**src/rtl/pc_redirect_ctrl_if.sv**
```systemverilog
// Execute-stage redirect requests and the PC-side control bus of pc_redirect_ctrl.
// master: execute stage / PC side; slave: the redirect controller.
interface pc_redirect_ctrl_if;
   logic        ihit;
   logic        ex_valid;
   logic        ex_branch;
   logic        ex_taken;
   logic        ex_jump;
   logic        ex_jr;
   logic [15:0] ex_br_imm;
   logic [25:0] ex_jmp_tgt;
   logic [31:0] ex_jr_tgt;
   logic [1:0]  PCSrc;
   logic [15:0] br_addr;
   logic [25:0] jmp_addr;
   logic [31:0] jr_addr;
   logic        flush;

   modport master (
      output ihit, ex_valid, ex_branch, ex_taken, ex_jump, ex_jr,
             ex_br_imm, ex_jmp_tgt, ex_jr_tgt,
      input  PCSrc, br_addr, jmp_addr, jr_addr, flush
   );

   modport slave (
      input  ihit, ex_valid, ex_branch, ex_taken, ex_jump, ex_jr,
             ex_br_imm, ex_jmp_tgt, ex_jr_tgt,
      output PCSrc, br_addr, jmp_addr, jr_addr, flush
   );
endinterface

```
**src/rtl/pc_redirect_ctrl.sv**
```systemverilog
// Latches the winning execute-stage redirect and holds it until the PC loads on ihit.
// Flushes IF/ID while pending; counts consumed redirects and flags overruns.
module pc_redirect_ctrl #(
   parameter int unsigned CNT_W = 16
) (
   input  logic             CLK,
   input  logic             nRST,
   pc_redirect_ctrl_if.slave bus,
   output logic             redirect_pending,
   output logic             overrun,
   output logic [CNT_W-1:0] redirect_cnt
);

   typedef enum logic {IDLE, REDIRECT} state_t;

   state_t           state, next_state;
   logic [1:0]       sel_q, sel_d;
   logic [15:0]      br_q, br_d;
   logic [25:0]      jmp_q, jmp_d;
   logic [31:0]      jr_q, jr_d;
   logic             overrun_d;
   logic [CNT_W-1:0] cnt_d;

   always_ff @(posedge CLK) begin
      if (!nRST) begin
         state        <= IDLE;
         sel_q        <= '0;
         br_q         <= '0;
         jmp_q        <= '0;
         jr_q         <= '0;
         overrun      <= 1'b0;
         redirect_cnt <= '0;
      end else begin
         state        <= next_state;
         sel_q        <= sel_d;
         br_q         <= br_d;
         jmp_q        <= jmp_d;
         jr_q         <= jr_d;
         overrun      <= overrun_d;
         redirect_cnt <= cnt_d;
      end
   end

   always_comb begin
      next_state       = state;
      sel_d            = sel_q;
      br_d             = br_q;
      jmp_d            = jmp_q;
      jr_d             = jr_q;
      overrun_d        = overrun;
      cnt_d            = redirect_cnt;
      bus.PCSrc        = '0;
      bus.flush        = 1'b0;
      redirect_pending = 1'b0;
      case (state)
         IDLE: begin
            // Priority jr > jump > taken branch; only the winner's target loads.
            if (bus.ex_valid) begin
               if (bus.ex_jr) begin
                  sel_d      = 2'd3;
                  jr_d       = bus.ex_jr_tgt;
                  next_state = REDIRECT;
               end else if (bus.ex_jump) begin
                  sel_d      = 2'd2;
                  jmp_d      = bus.ex_jmp_tgt;
                  next_state = REDIRECT;
               end else if (bus.ex_branch && bus.ex_taken) begin
                  sel_d      = 2'd1;
                  br_d       = bus.ex_br_imm;
                  next_state = REDIRECT;
               end
            end
         end
         REDIRECT: begin
            bus.PCSrc        = sel_q;
            bus.flush        = 1'b1;
            redirect_pending = 1'b1;
            if (bus.ex_valid) overrun_d = 1'b1;
            if (bus.ihit) begin
               next_state = IDLE;
               if (redirect_cnt != '1) cnt_d = redirect_cnt + CNT_W'(1);
            end
         end
         default: next_state = IDLE;
      endcase
   end

   assign bus.br_addr  = br_q;
   assign bus.jmp_addr = jmp_q;
   assign bus.jr_addr  = jr_q;

endmodule

```
**src/flat_wrapper.sv**
```systemverilog
// flat-port wrapper written by rule: the top's interface ports become plain ports
module pc_redirect_ctrl_flat 
#(
   parameter int unsigned CNT_W = 16
)
  (CLK, nRST, redirect_pending, overrun, redirect_cnt, bus_ihit, bus_ex_valid, bus_ex_branch, bus_ex_taken, bus_ex_jump, bus_ex_jr, bus_ex_br_imm, bus_ex_jmp_tgt, bus_ex_jr_tgt, bus_PCSrc, bus_br_addr, bus_jmp_addr, bus_jr_addr, bus_flush);
  pc_redirect_ctrl_if bus_i ();
  input  logic CLK;
  input  logic nRST;
  output logic redirect_pending;
  output logic overrun;
  output logic [CNT_W-1:0] redirect_cnt;
  input wire logic [$bits(bus_i.ihit)-1:0] bus_ihit;
  input wire logic [$bits(bus_i.ex_valid)-1:0] bus_ex_valid;
  input wire logic [$bits(bus_i.ex_branch)-1:0] bus_ex_branch;
  input wire logic [$bits(bus_i.ex_taken)-1:0] bus_ex_taken;
  input wire logic [$bits(bus_i.ex_jump)-1:0] bus_ex_jump;
  input wire logic [$bits(bus_i.ex_jr)-1:0] bus_ex_jr;
  input wire logic [$bits(bus_i.ex_br_imm)-1:0] bus_ex_br_imm;
  input wire logic [$bits(bus_i.ex_jmp_tgt)-1:0] bus_ex_jmp_tgt;
  input wire logic [$bits(bus_i.ex_jr_tgt)-1:0] bus_ex_jr_tgt;
  output wire logic [$bits(bus_i.PCSrc)-1:0] bus_PCSrc;
  output wire logic [$bits(bus_i.br_addr)-1:0] bus_br_addr;
  output wire logic [$bits(bus_i.jmp_addr)-1:0] bus_jmp_addr;
  output wire logic [$bits(bus_i.jr_addr)-1:0] bus_jr_addr;
  output wire logic [$bits(bus_i.flush)-1:0] bus_flush;
  assign bus_i.ihit = bus_ihit;
  assign bus_i.ex_valid = bus_ex_valid;
  assign bus_i.ex_branch = bus_ex_branch;
  assign bus_i.ex_taken = bus_ex_taken;
  assign bus_i.ex_jump = bus_ex_jump;
  assign bus_i.ex_jr = bus_ex_jr;
  assign bus_i.ex_br_imm = bus_ex_br_imm;
  assign bus_i.ex_jmp_tgt = bus_ex_jmp_tgt;
  assign bus_i.ex_jr_tgt = bus_ex_jr_tgt;
  assign bus_PCSrc = bus_i.PCSrc;
  assign bus_br_addr = bus_i.br_addr;
  assign bus_jmp_addr = bus_i.jmp_addr;
  assign bus_jr_addr = bus_i.jr_addr;
  assign bus_flush = bus_i.flush;
  pc_redirect_ctrl #(.CNT_W(CNT_W)) u_core (.CLK(CLK), .nRST(nRST), .bus(bus_i), .redirect_pending(redirect_pending), .overrun(overrun), .redirect_cnt(redirect_cnt));
endmodule
```
**config.mk**
```make
export PLATFORM = sky130hd
export DESIGN_NAME = pc_redirect_ctrl_flat
export DESIGN_NICKNAME = d
export VERILOG_FILES = /design/src/rtl/pc_redirect_ctrl_if.sv /design/src/rtl/pc_redirect_ctrl.sv /design/src/flat_wrapper.sv
export SDC_FILE = /design/constraint.sdc
export NUM_CORES = 1
export LEC_CHECK = 0
export CAP_MARGIN = 20
export CORE_UTILIZATION = 49
export CTS_CLUSTER_DIAMETER = 100
export CTS_CLUSTER_SIZE = 25
export DETAILED_ROUTE_END_ITERATION = 10
export DONT_BUFFER_PORTS = 1
export MAX_ROUTING_LAYER = met4
export PLACE_DENSITY = 0.74
export SLEW_MARGIN = 0
export SYNTH_ARGS = -nofsm -noshare
export SYNTH_HDL_FRONTEND = slang
export SYNTH_SLANG_ARGS = --single-unit
export TNS_END_PERCENT = 100
```
**constraint.sdc**
```tcl
create_clock -name CLK -period 2 [get_ports CLK]
set_clock_uncertainty 0.2 [all_clocks]
set_input_delay 0.6 -clock CLK [delete_from_list [all_inputs] [get_ports CLK]]
set_output_delay 0.6 -clock CLK [all_outputs]
set_load 0.02 [all_outputs]
```
* Word level (Yosys, flattened, before mapping) *
Index checks and enable logic that the tools add are counted.

cells by class
  order comparisons = 0
  multiplexer cells = 11
  bitwise operators = 3
  $add $sub $neg = 1
  div/mod/pow operators = 0
  reductions and logical operators = 8
  eq/ne operators = 1
  multiply operators = 0
  shift-type cells = 0

operator list
  cell                   count
  $add 16x1->16 const B  1
  $ne 16x16->1 const B   1
  $reduce_and 3->1       3
  $mux 2                 4
  $mux 1                 6
  $reduce_and 5->1       1
  $reduce_and 4->1       1
  $not 1->1              3
  $reduce_bool 3->1      1
  $pmux 1 s2             1
  $reduce_and 2->1       1
  $logic_and 1x1->1      1

word-level totals
  output and inout bits = 95
  memory bits (writable) = 0
  memory bits (read-only) = 0
  memories = 0
  bits in registers = 94
  bits in latches = 0
  bits of input ports = 82
  logic and storage cells = 31

* Logic depth before layout (Yosys ltp) *
Gate-level depths: netlist of run 1.

  depth after elaboration = 6
  depth in mapped cells = 7
  depth with buffers taken out = 5

* Least setup slack after synthesis of run 1 *
OpenSTA, ideal clock, no wires.

  kind = register -> register
  start point = register u_core.redirect_cnt[0]
  end point = register u_core.redirect_cnt[14]
  arrival = 1700 ps
  clock period less this slack = 1971 ps
  path slack = 29 ps
  setup time = 70 ps
  path buffers = 1
  data required time = 1730 ps
  stages on the path, launching flop included = 7
  path through = dfxtp_1 > ha_1 > nand4_1 > or2_1 > buf_2 > or4_1 > a21oi_1

between the ends
  word-level cells in the longest chain between the ends = 2
  elaborated cells between the ends (all ways) = 3
  classes of those cells = add/sub: 1; eq/ne: 1; reduce/logical: 1

ends and longest elaborated chain
  item                                                                   RTL line                RTL
  start: declaration                                                     pc_redirect_ctrl.sv:11  output logic [CNT_W-1:0] redirect_cnt
  start signal: assignment                                               pc_redirect_ctrl.sv:40  redirect_cnt <= cnt_d;
  parallel branches: the longest is 2 deep, another holds $add 16x1->16  --

Several ways; the timed one is not identified.
A chain may end at the register's enable or synchronous reset.

* Worst setup path after layout of run 1 *
  start point = register u_core.redirect_cnt[8]
  end point = register u_core.redirect_cnt[13]

Same word-level chain as after synthesis.

==> results of run 1 <==
-- state kept, by name, summed over array words and instances (netlist names) --
register	flops
u_core.bus.br_addr	16
u_core.bus.jmp_addr	26
u_core.bus.jr_addr	32
u_core.overrun	1
u_core.redirect_cnt	16
u_core.sel_q	2
u_core.state	1
-- logic make-up (layout without fill, tap and decap cells) --
family,count (synthesis),in the layout
buffers and inverters,28,48
muxes,18,18
and+or+nand+nor,194,194
DFF,94,94
AOI/OAI and AO/OA,89,89
adders and majority gates,1,1
-- cells in the final DEF, fill, tap and decap left out, drive strengths merged --
cell type,Yosys,routed
nor2b,1,1
inv,3,5
nand2b,2,2
nand3b,1,1
and4,2,2
mux2i,18,18
and3,2,2
buf,15,29
or3,4,4
and3b,1,1
clkinvlp,0,2
dfxtp,94,94
o311ai,2,2
nand4bb,1,1
or2,1,1
o31ai,4,4
o41ai,3,3
nor4b,1,1
bufinv,0,1
nor4,3,3
nor3,3,3
o21ai,6,6
clkbuf,10,10
nand2,127,127
a31oi,2,2
or4,5,5
nand4,5,5
clkinv,0,1
a21oi,71,71
nor2,24,24
ha,1,1
a21boi,1,1
nand3,7,7
nor3b,1,1
and2,3,3
-- per-layer routing --
metal  share of wire [%]  GRT usage [%]
met1                  38           21.1
met2                  51           39.3
met3                 8.4           6.16
met4                 2.6           10.4
met5                   0              -
-- power by group through the flow --
stage,Sequential [mW],Combinational (mW),Clock (mW)
floorplan,2.07,0.143,0
global placement,2.07,0.196,0
detailed placement,2.08,0.203,0
CTS,2.03,0.204,1.28
global route,2.04,0.228,1.35
finish,2.03,0.204,1.24
-- path summary, 6_finish.rpt --
path	startpoint	endpoint	slack, ps	cells after the start
worst max-delay path	u_core.redirect_cnt[8]	u_core.redirect_cnt[13]	130	4
worst min-delay path	bus_ex_jr_tgt[11]	u_core.bus.jr_addr[11]	170	2
worst max register to register	u_core.redirect_cnt[8]	u_core.redirect_cnt[13]	130	4
worst min register to register	u_core.sel_q[1]	u_core.sel_q[1]	260	2
-- final cells by class --
class / count / area, sq um / area share (%)
inverter: 3 / 11.3 / 0.276
tap: 96 / 120 / 2.94
timing repair buffer: 29 / 305 / 7.48
multi-input combinational: 302 / 1570 / 38.4
sequential: 94 / 1880 / 46.1
clock buffer: 10 / 128 / 3.12
clock inverter: 6 / 70.1 / 1.72
-- cells in the mapped netlist --
library cell,n
sky130_fd_sc_hd__nor4_2,1
sky130_fd_sc_hd__a21boi_0,1
sky130_fd_sc_hd__and4_4,1
sky130_fd_sc_hd__o31ai_1,4
sky130_fd_sc_hd__clkbuf_1,10
sky130_fd_sc_hd__o21ai_0,6
sky130_fd_sc_hd__nor2b_1,1
sky130_fd_sc_hd__or3_1,4
sky130_fd_sc_hd__nand2_1,125
sky130_fd_sc_hd__nor2_1,24
sky130_fd_sc_hd__inv_2,1
sky130_fd_sc_hd__and3_1,2
sky130_fd_sc_hd__nor4b_1,1
sky130_fd_sc_hd__buf_1,3
sky130_fd_sc_hd__nand2b_1,2
sky130_fd_sc_hd__or4_1,5
sky130_fd_sc_hd__buf_2,10
sky130_fd_sc_hd__mux2i_1,18
sky130_fd_sc_hd__nand3b_1,1
sky130_fd_sc_hd__and4_1,1
sky130_fd_sc_hd__nand4_2,1
sky130_fd_sc_hd__inv_1,2
sky130_fd_sc_hd__dfxtp_1,94
sky130_fd_sc_hd__nand4bb_4,1
sky130_fd_sc_hd__or2_1,1
sky130_fd_sc_hd__o41ai_1,3
sky130_fd_sc_hd__and2_1,3
sky130_fd_sc_hd__buf_4,2
sky130_fd_sc_hd__nor3b_1,1
sky130_fd_sc_hd__ha_1,1
sky130_fd_sc_hd__nor3_1,3
sky130_fd_sc_hd__and3b_1,1
sky130_fd_sc_hd__nand4_1,4
sky130_fd_sc_hd__nand3_1,7
sky130_fd_sc_hd__a21oi_1,71
sky130_fd_sc_hd__o311ai_0,2
sky130_fd_sc_hd__nand2_2,2
sky130_fd_sc_hd__nor4_1,2
sky130_fd_sc_hd__a31oi_1,2
-- stage by stage --
stage / cell area (sq um) / instances / power [mW] / setup WS [ps] / utilization [%]
finish: 4080 / 540 / 3.47 / 131 / 59.1
global route: 4080 / 540 / 3.62 / 25.0 / 59.1
CTS: 4070 / 540 / 3.52 / 16.4 / 58.9
detailed placement: 3870 / 524 / 2.28 / 96.7 / 56.1
global placement: 3870 / 524 / 2.27 / 169 / 56.1
floorplan: 3560 / 424 / 2.21 / 29.1 / -
==> reports/results.txt, run 1 <==
Switching power: 0.874 mW. The number of H-tree levels is 3, and the horizontal extent of the die is 87.3 um. After detailed routing, the average wire length per cell comes to 15.4 um. The remaining number of nets flagged by the antenna check after routing is 0, and the simple-gate area share of the yosys netlist is 24.8%.

The hold violation total from the final report was 0; the number of cell rows was 30. VDD sags by at most 0.370 mV. For the via count of the first global-routing pass, the log shows 2834.

The remaining global-route overflow was 0; the setup violation total in the final timing report was 0. The total of buffers placed on input and output ports is 0, and the number of synthesized register bits is 94. The run gives 172 ps as the post-route worst hold slack. In the final timing run, aggregate negative setup slack is 0 ps. TritonCTS built the clock tree. The worst-case clock buffer depth is 2, and the proportion of layout cells with a drive suffix above 1 is 12.4%. The adder-cell share of the synthesized area was 0.351%; the arrival time reported for the critical path endpoint was 1950 ps.

Summing over every cut layer, the via total after detailed routing is 2957. Synthesis produced a netlist whose cell count is 424. In this run the biggest area consumer among cell types represents 52.8% of the synthesized area. After clock tree synthesis, the flow added hold-fix buffers numbering 0. The slowest stage of the critical path is the sky130_fd_sc_hd__or4_1 cell. At the end of the flow, the number of nets in the layout was 522.

The tools report the combinational power share as 5.9%. The root buffer cell chosen for the clock tree is sky130_fd_sc_hd__clkbuf_8. Clock-pin slew was measured on the worst setup and hold paths at 100 ps. Across every metal layer, demand over resource in global routing totals 21.7%.

After the first detailed-routing iteration, the DRC count stood at 132. During synthesis, Yosys emitted a total of 0 warnings. Counting distinct cell types in the post-synthesis netlist gives 39. For this run, the slowest stage of the critical path takes 420 ps. The floorplan step defined a die boundary enclosing 0.00761 sq mm. At the later pin of the worst-skew pair, clock insertion delay measures 340 ps.

For this block, the routed nets add up to 8.31 mm of wire. Of the available clock period, the critical path in the final layout requires 93.4%. Each instance of the synthesized netlist takes up on average 8.40 sq um. The half-perimeter wire length of the detailed placement result is 5.96 mm, and the via density per instance is 5.48.

At the pin with the least slew margin, the transition time is 484 ps. The run gives 52.8% as the register area share after synthesis. The number of antenna violations at the first check in global routing is 0.

The post-cts resize count was 0. Counting both buffers and inverters, the worst setup path holds a total of 0. The total area inside the core boundary comes to 0.00691 sq mm.

Broken down by cell family, the worst path's largest delay share belongs to simple AND/OR/NAND/NOR gates. In this run the tightest slew margin relative to its limit is 67.5%. The area growth from synthesis to layout is 14.6%.

The switching power share of the total was 25.2%; the highest clock rate was 535 MHz. The total standard cell area after synthesis was 0.00356 sq mm. The logs give 94 for the clock sink count and 12.6 mm for the first-pass GRT wire length. The worst hold path belongs to the class primary input to register. For the total inserted antenna cells, the log shows 0.

The main combinational cell family by area after synthesis is simple AND/OR/NAND/NOR gates. The die is 87.3 um tall. The power per cell area was 850 mW/mm^2. Setup repair after global routing left no endpoint under its margin. Walking the worst path, the cells encountered are nand4_1, nand4bb_4, or4_1, a21oi_1.

Of all cell types, the one taking the most synthesized area is sky130_fd_sc_hd__dfxtp_1. The multiplexer fraction of the synthesized cell area is 5.06%. Of all nets on the critical path, the largest fanout is 7. The synthesized netlist devotes 13.5% of its cell area to compound gates. The tool flagged a number of max-cap violations equal to 0. Counting the buffers created by CTS gives 9. Ranked by total cell area, the synthesized netlist is headed by sky130_fd_sc_hd__dfxtp_1 53%, sky130_fd_sc_hd__nand2_1 13%, sky130_fd_sc_hd__a21oi_1 10%. In this run the static leakage power is 1.57 nW.

Subtracting the final worst setup slack from the clock period gives 1870 ps. The worst setup path is of the register to register kind. The total iterations of the first detailed-routing run came out at 4.

The initial utilization of the core area, before any placement, comes to 51.6%. The clock network accounts for 35.6% of the total power. The synthesized netlist devotes 0% of its cell area to XOR and XNOR gates. For the layout filler cell count, the log shows 624. The tools report the nature of the critical path startpoint as a register.

The sort of element at the end of the critical path was a register. The logs give 0 for the number of design rule violations left after detail routing and 0 for the count of buffers added by post-CTS timing repair for setup. The internal cell power was 2.60 mW. The maximum number of pins on one net before global-route repair was 44; the last weighted congestion value of the routability-driven placer was 0.873. The part of the power in registers was 58.5%; the count of pins over their slew limit was 0. During I/O placement, the number of pins put on the boundary was 177.

The net count after synthesis was 507; the required time at the endpoint of the critical path was 2080 ps. The flow ran to the end, and the final reports show no timing, DRC or antenna violations.
(Power assumes the default switching activity.)
==> run 2: changes to the inputs <==
Settings changed: CAP_MARGIN 20 to not set.
==> results of run 2 <==
The final DEF is identical to that of run 1; final timing and power are the same.
==> RTL edit: new RTL, settings of run 2 <==
`CNT_W` is set to 16 in 2 places; all go to 32.
--- a/src/rtl/pc_redirect_ctrl.sv
+++ b/src/rtl/pc_redirect_ctrl.sv
@@ -2,5 +2,5 @@
 // Flushes IF/ID while pending; counts consumed redirects and flags overruns.
 module pc_redirect_ctrl #(
-   parameter int unsigned CNT_W = 16
+   parameter int unsigned CNT_W = 32
 ) (
    input  logic             CLK,
--- a/src/flat_wrapper.sv
+++ b/src/flat_wrapper.sv
@@ -2,5 +2,5 @@
 module pc_redirect_ctrl_flat 
 #(
-   parameter int unsigned CNT_W = 16
+   parameter int unsigned CNT_W = 32
 )
   (CLK, nRST, redirect_pending, overrun, redirect_cnt, bus_ihit, bus_ex_valid, bus_ex_branch, bus_ex_taken, bus_ex_jump, bus_ex_jr, bus_ex_br_imm, bus_ex_jmp_tgt, bus_ex_jr_tgt, bus_PCSrc, bus_br_addr, bus_jmp_addr, bus_jr_addr, bus_flush);
Interface: changed (resized redirect_cnt); port bits go from 177 to 193. No check against the original RTL was run, so the function may have changed too.
==> RTL edit against run 2 <==
  * The run now ends with setup timing left
  * Area after synthesis grew 25%
  * Synthesized cell count grew 29%
  * Sequential power grew 15%
  * Sequential cell count grew 16
  * Worst setup slack lost 0.24 ns
  * Cell area grew 41%
  * Wire length grew 42%
  * Via count grew 39%
  * Total power grew 12%
  * Count of clock-buffer cells in the layout grew 1
  * Final cell count grew 34%
  * Critical endpoint is now u_core.redirect_cnt[19]$_SDFFE_PN0P_
  * Highest routed layer unchanged
==> RTL edit: results (changes against run 2) <==
* complete, but fails checks — result of the run
* setup timing — violated checks
* 0 — total of buffers placed on input and output ports, unchanged
* sky130_fd_sc_hd__dfxtp_1 50%, sky130_fd_sc_hd__nand2_1 14%, sky130_fd_sc_hd__a21oi_1 10%, sky130_fd_sc_hd__clkbuf_1 2.5%, sky130_fd_sc_hd__or3_1 1.7% — leading post-synthesis cells by cell area
* 0.36 ns — worst-skew pair later-pin latency, +0.02 ns
* 1.05 mW — total net switching power, +20%
* u_core.redirect_cnt[19]$_SDFFE_PN0P_ — capture instance of the worst register-to-register path
* 6 — maximum fanout encountered on the critical timing path, -1
* 1.95% — fraction of synthesized cell area in xor and xnor cells, +1.9 points
* 18 — Setup violations, final, +18
* 6.02 mm — met2 wire len, +42%
* 41.5% — met2 capacity usage during global routing, +2.3 points
* 38 — largest net degree at the start of global routing, -14%
* 628 — Mapped Nets, +24%
* 43 — number of distinct standard cells referenced by the synthesized netlist, +10%
* 33.7% — clock share of power, -1.9 points
* 4009 — vias in the first global route, +41%
* 920 um — met3 wire length, +32%
* 2.16 ns — Crit path arrival time, +0.21 ns
* 31.0% — fraction of final layout cells sized beyond drive strength 1, +19 points
* 49.6% — top cell type's share of synthesized area, -3.2 points
* sky130_fd_sc_hd__or4_4 — slowest cell on the critical path
* bus_ex_br_imm[4] — hold path startpoint
* 389 uV — worst IR drop on VDD, +5.1%
* 0.54 ns — slowest stage delay, CP, +0.12 ns
* 167 — Starting DRT DRC Count, +27%
* 72.4% — remaining max-slew budget at the tightest pin, +4.9 points
* u_core.redirect_cnt[14]$_SDFFE_PN0P_ — r2r startpoint
* 49.6% — sequential fraction of the synthesis area, -3.2 points
* 1 — initial antenna violation count, +1
* 65.5% — fin util, +6.4 points
* 258 uW — power drawn by the combinational cells, +26%
* 27.5% — met1 track utilization from global routing, +6.4 points
* 690 — net total in the final layout, +32%
* 0.841 — RD Place Congestion, -3.6%
* -0.106 ns — fin worst setup slack, -0.237 ns
* 18.7 mm — global-route wire length before repair, +49%
* 16.4 um — routed wirelength normalized by instance count, +6.3%
* 2.05 nW — LEAKAGE, +30%
* 4.50 mm — Post-Route M1 WL, +43%
* u_core.bus.br_addr[4]$_SDFFE_PN0P_ — worst min-delay path endpoint
-- RTL edit: cell count changes after synthesis, moves of 7 or more --
cell | before | now
sky130_fd_sc_hd__a21oi_1 | 71 | 89
sky130_fd_sc_hd__a21oi_2 | 0 | 7
sky130_fd_sc_hd__buf_2 | 10 | 1
sky130_fd_sc_hd__clkbuf_1 | 10 | 29
sky130_fd_sc_hd__dfxtp_1 | 94 | 110
sky130_fd_sc_hd__mux2i_1 | 18 | 2
sky130_fd_sc_hd__nand2_1 | 125 | 166
sky130_fd_sc_hd__nor2_1 | 24 | 16
sky130_fd_sc_hd__o21ai_2 | 0 | 7
sky130_fd_sc_hd__or3_1 | 4 | 12
-- RTL edit: final cells by class --
| class | count | area share (%) |
|---|---|---|
| flip-flops and latches | 110 | 39.5 |
| repair buffers | 85 | 14.0 |
| clock inverters | 5 | 0.915 |
| clock buffers | 11 | 2.46 |
| well taps | 108 | 2.35 |
| multi-input cells | 392 | 40.1 |
| diodes | 1 | 0.0436 |
| inverters | 9 | 0.610 |
-- RTL edit: metrics by stage --
step	setup WS [ns]	TNS, ns	total power [mW]	hold slack (ns)	std cells
2_1_floorplan	-0.215	-2.56	2.54	0.232	545
3_3_place_gp	-0.0914	-0.629	2.60	0.246	695
3_5_place_dp	-0.136	-1.50	2.61	0.250	695
4_1_cts	-0.0557	-0.333	3.92	0.139	715
5_1_grt	-0.195	-2.29	4.06	0.125	721
6_report	-0.106	-0.660	3.90	0.153	721
-- RTL edit: repair_timing --
item,CTS,global route
resized for setup,28,41
setup endpoints to repair,23,32
gates cloned,1,1
setup buffers,3,4
pin swaps,11,13
-- RTL edit: worst max-delay path, delay by kind of cell, from the launching register on --
family | cells | cell delay [ns]
buf+inv | 2 | 0.35
flops | 1 | 0.38
compound gates | 1 | 0.06
simple gates | 4 | 1.01
